**src/rtl/lcd_cmd_sched.sv**
```systemverilog
// lcd_cmd_sched: FIFO-buffered command scheduler in front of the LCD image controller.
// Optional busy watchdog is compiled in when LCD_SCHED_TIMEOUT_EN is defined.
module lcd_cmd_sched #(
    parameter int unsigned FIFO_DEPTH = 8,
    parameter int unsigned CNT_W      = 16,
    parameter int unsigned TIMEOUT    = 256
) (
    input  logic                          clk,
    input  logic                          reset,
    input  logic [2:0]                    in_cmd,
    input  logic                          in_valid,
    output logic                          in_ready,
    input  logic                          lcd_busy,
    input  logic                          lcd_done,
    output logic [2:0]                    cmd,
    output logic                          cmd_valid,
    output logic [$clog2(FIFO_DEPTH):0]   fifo_count,
    output logic [CNT_W-1:0]              issued_cnt,
    output logic                          sched_done,
    output logic                          err_timeout
);
    localparam int unsigned AW = $clog2(FIFO_DEPTH);
    localparam logic [AW:0] FULL_CNT = (AW+1)'(FIFO_DEPTH);

    if (FIFO_DEPTH < 2 || (FIFO_DEPTH & (FIFO_DEPTH - 1)) != 0 || TIMEOUT < 1) begin : g_bad_params
        $error("lcd_cmd_sched: FIFO_DEPTH must be a power of 2 >= 2 and TIMEOUT >= 1");
    end

    typedef enum logic [2:0] {
        S_IDLE,
        S_ISSUE,
        S_WAIT_ACK,
        S_WAIT_DONE,
        S_HALT
    } state_t;

    state_t         state;
    logic [2:0]     mem [FIFO_DEPTH];
    logic [AW-1:0]  wr_ptr;
    logic [AW-1:0]  rd_ptr;
    logic           write_seen;
    logic           push;
    logic           pop;

`ifdef LCD_SCHED_TIMEOUT_EN
    localparam int unsigned WD_W = $clog2(TIMEOUT + 1);
    logic [WD_W-1:0] wd;
`else
    assign err_timeout = 1'b0;
`endif

    // A full FIFO refuses pushes even when a pop happens in the same cycle.
    assign in_ready = (fifo_count != FULL_CNT) && !write_seen && (state != S_HALT);
    assign push     = in_valid && in_ready;
    assign pop      = (state == S_IDLE) && !lcd_busy && (fifo_count != '0);

    always_ff @(posedge clk) begin
        if (push) begin
            mem[wr_ptr] <= in_cmd;
        end
    end

    always_ff @(posedge clk) begin
        if (reset) begin
            state      <= S_IDLE;
            wr_ptr     <= '0;
            rd_ptr     <= '0;
            fifo_count <= '0;
            write_seen <= 1'b0;
            cmd        <= '0;
            cmd_valid  <= 1'b0;
            issued_cnt <= '0;
            sched_done <= 1'b0;
`ifdef LCD_SCHED_TIMEOUT_EN
            wd          <= '0;
            err_timeout <= 1'b0;
`endif
        end else begin
            cmd_valid <= 1'b0;

            if (push) begin
                wr_ptr <= wr_ptr + 1'b1;
                if (in_cmd == 3'd0) begin
                    write_seen <= 1'b1;
                end
            end
            if (pop) begin
                rd_ptr <= rd_ptr + 1'b1;
            end
            case ({push, pop})
                2'b10:   fifo_count <= fifo_count + 1'b1;
                2'b01:   fifo_count <= fifo_count - 1'b1;
                default: fifo_count <= fifo_count;
            endcase

            // The ISSUE-cycle outputs are loaded on entry so they are visible during ISSUE.
            case (state)
                S_IDLE: begin
                    if (pop) begin
                        state     <= S_ISSUE;
                        cmd       <= mem[rd_ptr];
                        cmd_valid <= 1'b1;
                        if (issued_cnt != '1) begin
                            issued_cnt <= issued_cnt + 1'b1;
                        end
                    end
                end
                S_ISSUE: begin
                    state <= S_WAIT_ACK;
`ifdef LCD_SCHED_TIMEOUT_EN
                    wd    <= '0;
`endif
                end
                S_WAIT_ACK: begin
                    if (lcd_busy) begin
                        state <= S_WAIT_DONE;
                    end
                end
                S_WAIT_DONE: begin
                    if (!lcd_busy) begin
                        if (cmd != 3'd0) begin
                            state <= S_IDLE;
                        end else if (lcd_done) begin
                            state      <= S_HALT;
                            sched_done <= 1'b1;
                        end
                    end
                end
                S_HALT: begin
                    state <= S_HALT;
                end
                default: begin
                    state <= S_IDLE;
                end
            endcase

`ifdef LCD_SCHED_TIMEOUT_EN
            // Later assignment overrides the normal wait-state transition on expiry.
            if (state == S_WAIT_ACK || state == S_WAIT_DONE) begin
                if (wd == WD_W'(TIMEOUT - 1)) begin
                    err_timeout <= 1'b1;
                    state       <= S_HALT;
                end else begin
                    wd <= wd + 1'b1;
                end
            end
`endif
        end
    end
endmodule

```
**config.mk**
```make
export PLATFORM = sky130hd
export DESIGN_NAME = lcd_cmd_sched
export DESIGN_NICKNAME = d
export VERILOG_FILES = /design/src/rtl/lcd_cmd_sched.sv
export SDC_FILE = /design/constraint.sdc
export NUM_CORES = 1
export LEC_CHECK = 0
export CAP_MARGIN = 20
export CORE_UTILIZATION = 38
export CTS_BUF_LIST = sky130_fd_sc_hd__clkbuf_16
export DETAILED_ROUTE_END_ITERATION = 8
export PLACE_DENSITY_LB_ADDON = 0.08
export REMOVE_ABC_BUFFERS = 1
export SKIP_CTS_REPAIR_TIMING = 1
export SLEW_MARGIN = 20
export SYNTH_ARGS = -nofsm -noshare
export SYNTH_HDL_FRONTEND = slang
export SYNTH_SLANG_ARGS = --single-unit
export TNS_END_PERCENT = 50
```
**constraint.sdc**
```tcl
create_clock -name clk -period 7.55 [get_ports clk]
set_input_delay 1.51 -clock clk [delete_from_list [all_inputs] [get_ports clk]]
set_output_delay 1.51 -clock clk [all_outputs]
set_load 0.05 [all_outputs]
```
==> results.yml <==
run_status:
  status: "finished, violations left"
  violations: "design-rule violations"
global_routing:
  grt_max_degree: 36
  antenna_found_initial: 0
  grtUsageTotal_pct: 15.3
  grt_pass1_wl_um: 8350
  grt_pass1_vias: 1724
  grt-ovfl-total: 0
cells_and_area:
  design_area_um2: 3330
  syn_to_final_growth_pct: 27.4
  diodes: 0
  drive_gt1_share_pct: 11.5
  fin_nets: 288
worst_setup_path:
  rr_worst_depth: 10
  crit_arrival_ns: 4.19
  worstReg2RegStart: "fifo_count[1]"
  cp_cell_sequence: "clkdlybuf4s50_1, nor4b_1, inv_1, ha_1, xor2_1, ha_1, a21oi_1, xor2_1, or3_1, a21oi_1"
  ff2ff_setup_slack_ns: 4.55
  path_buf_inv: 2
  reg2reg_to: "fifo_count[2]"
  path_max_fanout: 6
  startpoint: "in_valid"
  cpMaxStageDelayCell: "nor4b_1"
  critPathMaxStageDelay_ns: 0.67
  start_kind: "input port"
  cp-end-kind: "flop"
  path_class: "input port to flop"
  crit_required_ns: 7.80
  worst_path_dominant_cell_family: "simple AND/OR/NAND/NOR gates"
synth:
  postSynthAreaPerCell_um2: 11.0
  syn_area_um2: 2620
  yosysWarnings: 0
  synth_edf_count: 24
  netlist.area_leader.share_pct: 27.5
  ys_types: 40
  synth_common_cells: "dfxtp_1 (35), nor2_1 (31), edfxtp_1 (24)"
  synthTopCellsByArea: "edfxtp_1 (28%), dfxtp_1 (27%), mux4_2 (5.2%)"
  seq_area_frac_synth_pct: 54.3
  synth-main-ff-cell: "dfxtp_1"
  synthesis.instances: 238
  yosysMostFrequentCell: "dfxtp_1"
  ys_ff_latch: 59
  async_reset_ff_share_pct: 0
  synth_top_area_cell: "edfxtp_1"
sta:
  final.setup.tns_ns: 0
  fmax_mhz: 254
  fin_worst_skew_ns: 0.00381
  tightest_slew_ns: 0.830
  finalSetupViolCount: 0
  min_period_over_period_pct: 52.1
  hold_viol_final: 0
  fin_ws_ns: 3.61
  slew_headroom_pct: 43.9
  maxSlewViolCount: 0
  fin_crit_ns: 3.94
  rsz0062_at_grt: "false"
placement:
  io_buffers: 33
  placed_area_um2: 3020
  gp_congestion: 0.768
  place_ws_ns: 3.28
  dp_hpwl_um: 3470
cts:
  cts.sinks: 59
  clock_path_buffers: 2
  root_buffer: "clkbuf_16"
  insertion_delay_ns: 0.32
  h-tree-depth: 3
  numCtsBuffers: 9
  cts_tree: "yes"
  clk_pin_slew_worst_paths_ns: 0.05
detailed_routing:
  dr.pass1.iters: 8
  highest_layer: "met4"
  wirelength_um: 5060
  viasPerCell: 5.13
  drt-met1-wl_um: 2420
  drc: 5
  routedWlPerCell_um: 14.2
  drtIter0Drc: 74
  wl_met2_um: 2390
  ant_nets: 0
  route.met3.wl_um: 216
  vias: 1827
run:
  cap_violations: 0
hold_path:
  hold_start: "sched_done"
  min_path_cells: 2
  holdCritPathClass: "flop to flop"
  worstHoldEndpoint: "sched_done"
die:
  io_pins: 35
  design.core.area_um2: 6490
  dieArea_um2: 7220
  initial_core_util_pct: 40.3
  num_rows: 29
  die_w_um: 85.0
  die_y_um: 85.0
pwr:
  vdd_drop_max_mv: 0.216
  p_per_area_nw_per_um2: 344
  p_leak_uw: 0.00120
  power_uw: 1150
## how the worst max path moves through the flow
| stage | end | slack (ns) | cells after the start |
|---|---|---|---|
| 2_1_floorplan | fifo_count[2] | 3.58 | 9 |
| 3_3_place_gp | fifo_count[2] | 3.36 | 10 |
| 3_5_place_dp | fifo_count[2] | 3.28 | 10 |
| 4_1_cts | fifo_count[2] | 3.63 | 10 |
| 5_1_grt | fifo_count[2] | 3.20 | 10 |
| 6_report | fifo_count[2] | 3.61 | 10 |
## logic make-up after synthesis
kind of cell	after synthesis	synth area share, %
fa+ha+maj	6	2.87
compound gates	32	7.13
flops	59	54.3
xor+xnor	17	5.69
simple gates	98	20.6
other cells	1	0.143
buf+inv	14	2.20
mux	11	7.08
## flip-flops by register name, indices dropped and copies added (netlist names)
name / cells
cmd_valid: 1
issued_cnt: 16
sched_done: 1
mem: 24
state: 3
wr_ptr: 3
write_seen: 1
cmd: 3
rd_ptr: 3
fifo_count: 4
## cell usage in the layout, fill, tap and decap left out, types with 2 or more instances in the layout
cell type | Yosys | final
dfxtp_1 | 35 | 35
clkdlybuf4s50_1 | 0 | 33
nor2_1 | 31 | 31
edfxtp_1 | 24 | 24
xor2_1 | 15 | 15
nand2_1 | 15 | 15
a21oi_1 | 15 | 15
nand3_1 | 10 | 10
clkbuf_16 | 0 | 9
and3_1 | 8 | 8
nor3_1 | 7 | 7
o21ai_0 | 7 | 7
mux4_2 | 6 | 6
a211oi_1 | 6 | 6
ha_1 | 6 | 6
mux2i_1 | 5 | 5
inv_1 | 4 | 4
or3_1 | 4 | 4
nand2b_1 | 3 | 3
and4_1 | 3 | 3
nor4b_1 | 2 | 2
nor3b_1 | 2 | 2
xnor2_1 | 2 | 2
nand4_2 | 2 | 2
a31oi_1 | 2 | 2
bufinv_16 | 0 | 2
clkinvlp_4 | 0 | 2
buf_4 | 1 | 2
## tightest hold or removal path, cell delays in order (launching register included)
cell and delay, ns:
dfxtp_1 0.32, a31oi_1 0.04, nor2_1 0.07
## where the power goes
part           switching [uW]  internal (uW)
logic                     174            128
registers                49.5            366
clock network             140            287
## cell type report
class,count,area (um2)
fillers,573,3160
flip-flops and latches,59,1420
multi-input cells,165,1140
repair buffers,35,345
clock buffers,9,225
well taps,77,96.3
clock inverters,7,92.6
inverters,4,15.0
## per-stage QoR
step           util, %  cells  hold slack (ns)
4_1_cts           51.3    356            0.468
6_report          51.3    356            0.465
3_3_place_gp      46.4    340            0.453
2_1_floorplan        -    228            0.456
3_5_place_dp      46.4    340            0.456
5_1_grt           51.3    356            0.521
## layer usage
| layer | track usage, % | vias up |
|---|---|---|
| met5 | 0 | - |
| met4 | 5.08 | 0 |
| met3 | 5.54 | 5 |
| met2 | 24.3 | 37 |
| met1 | 19.2 | 848 |
| li1 | - | 937 |
(Power assumes the default switching activity.)
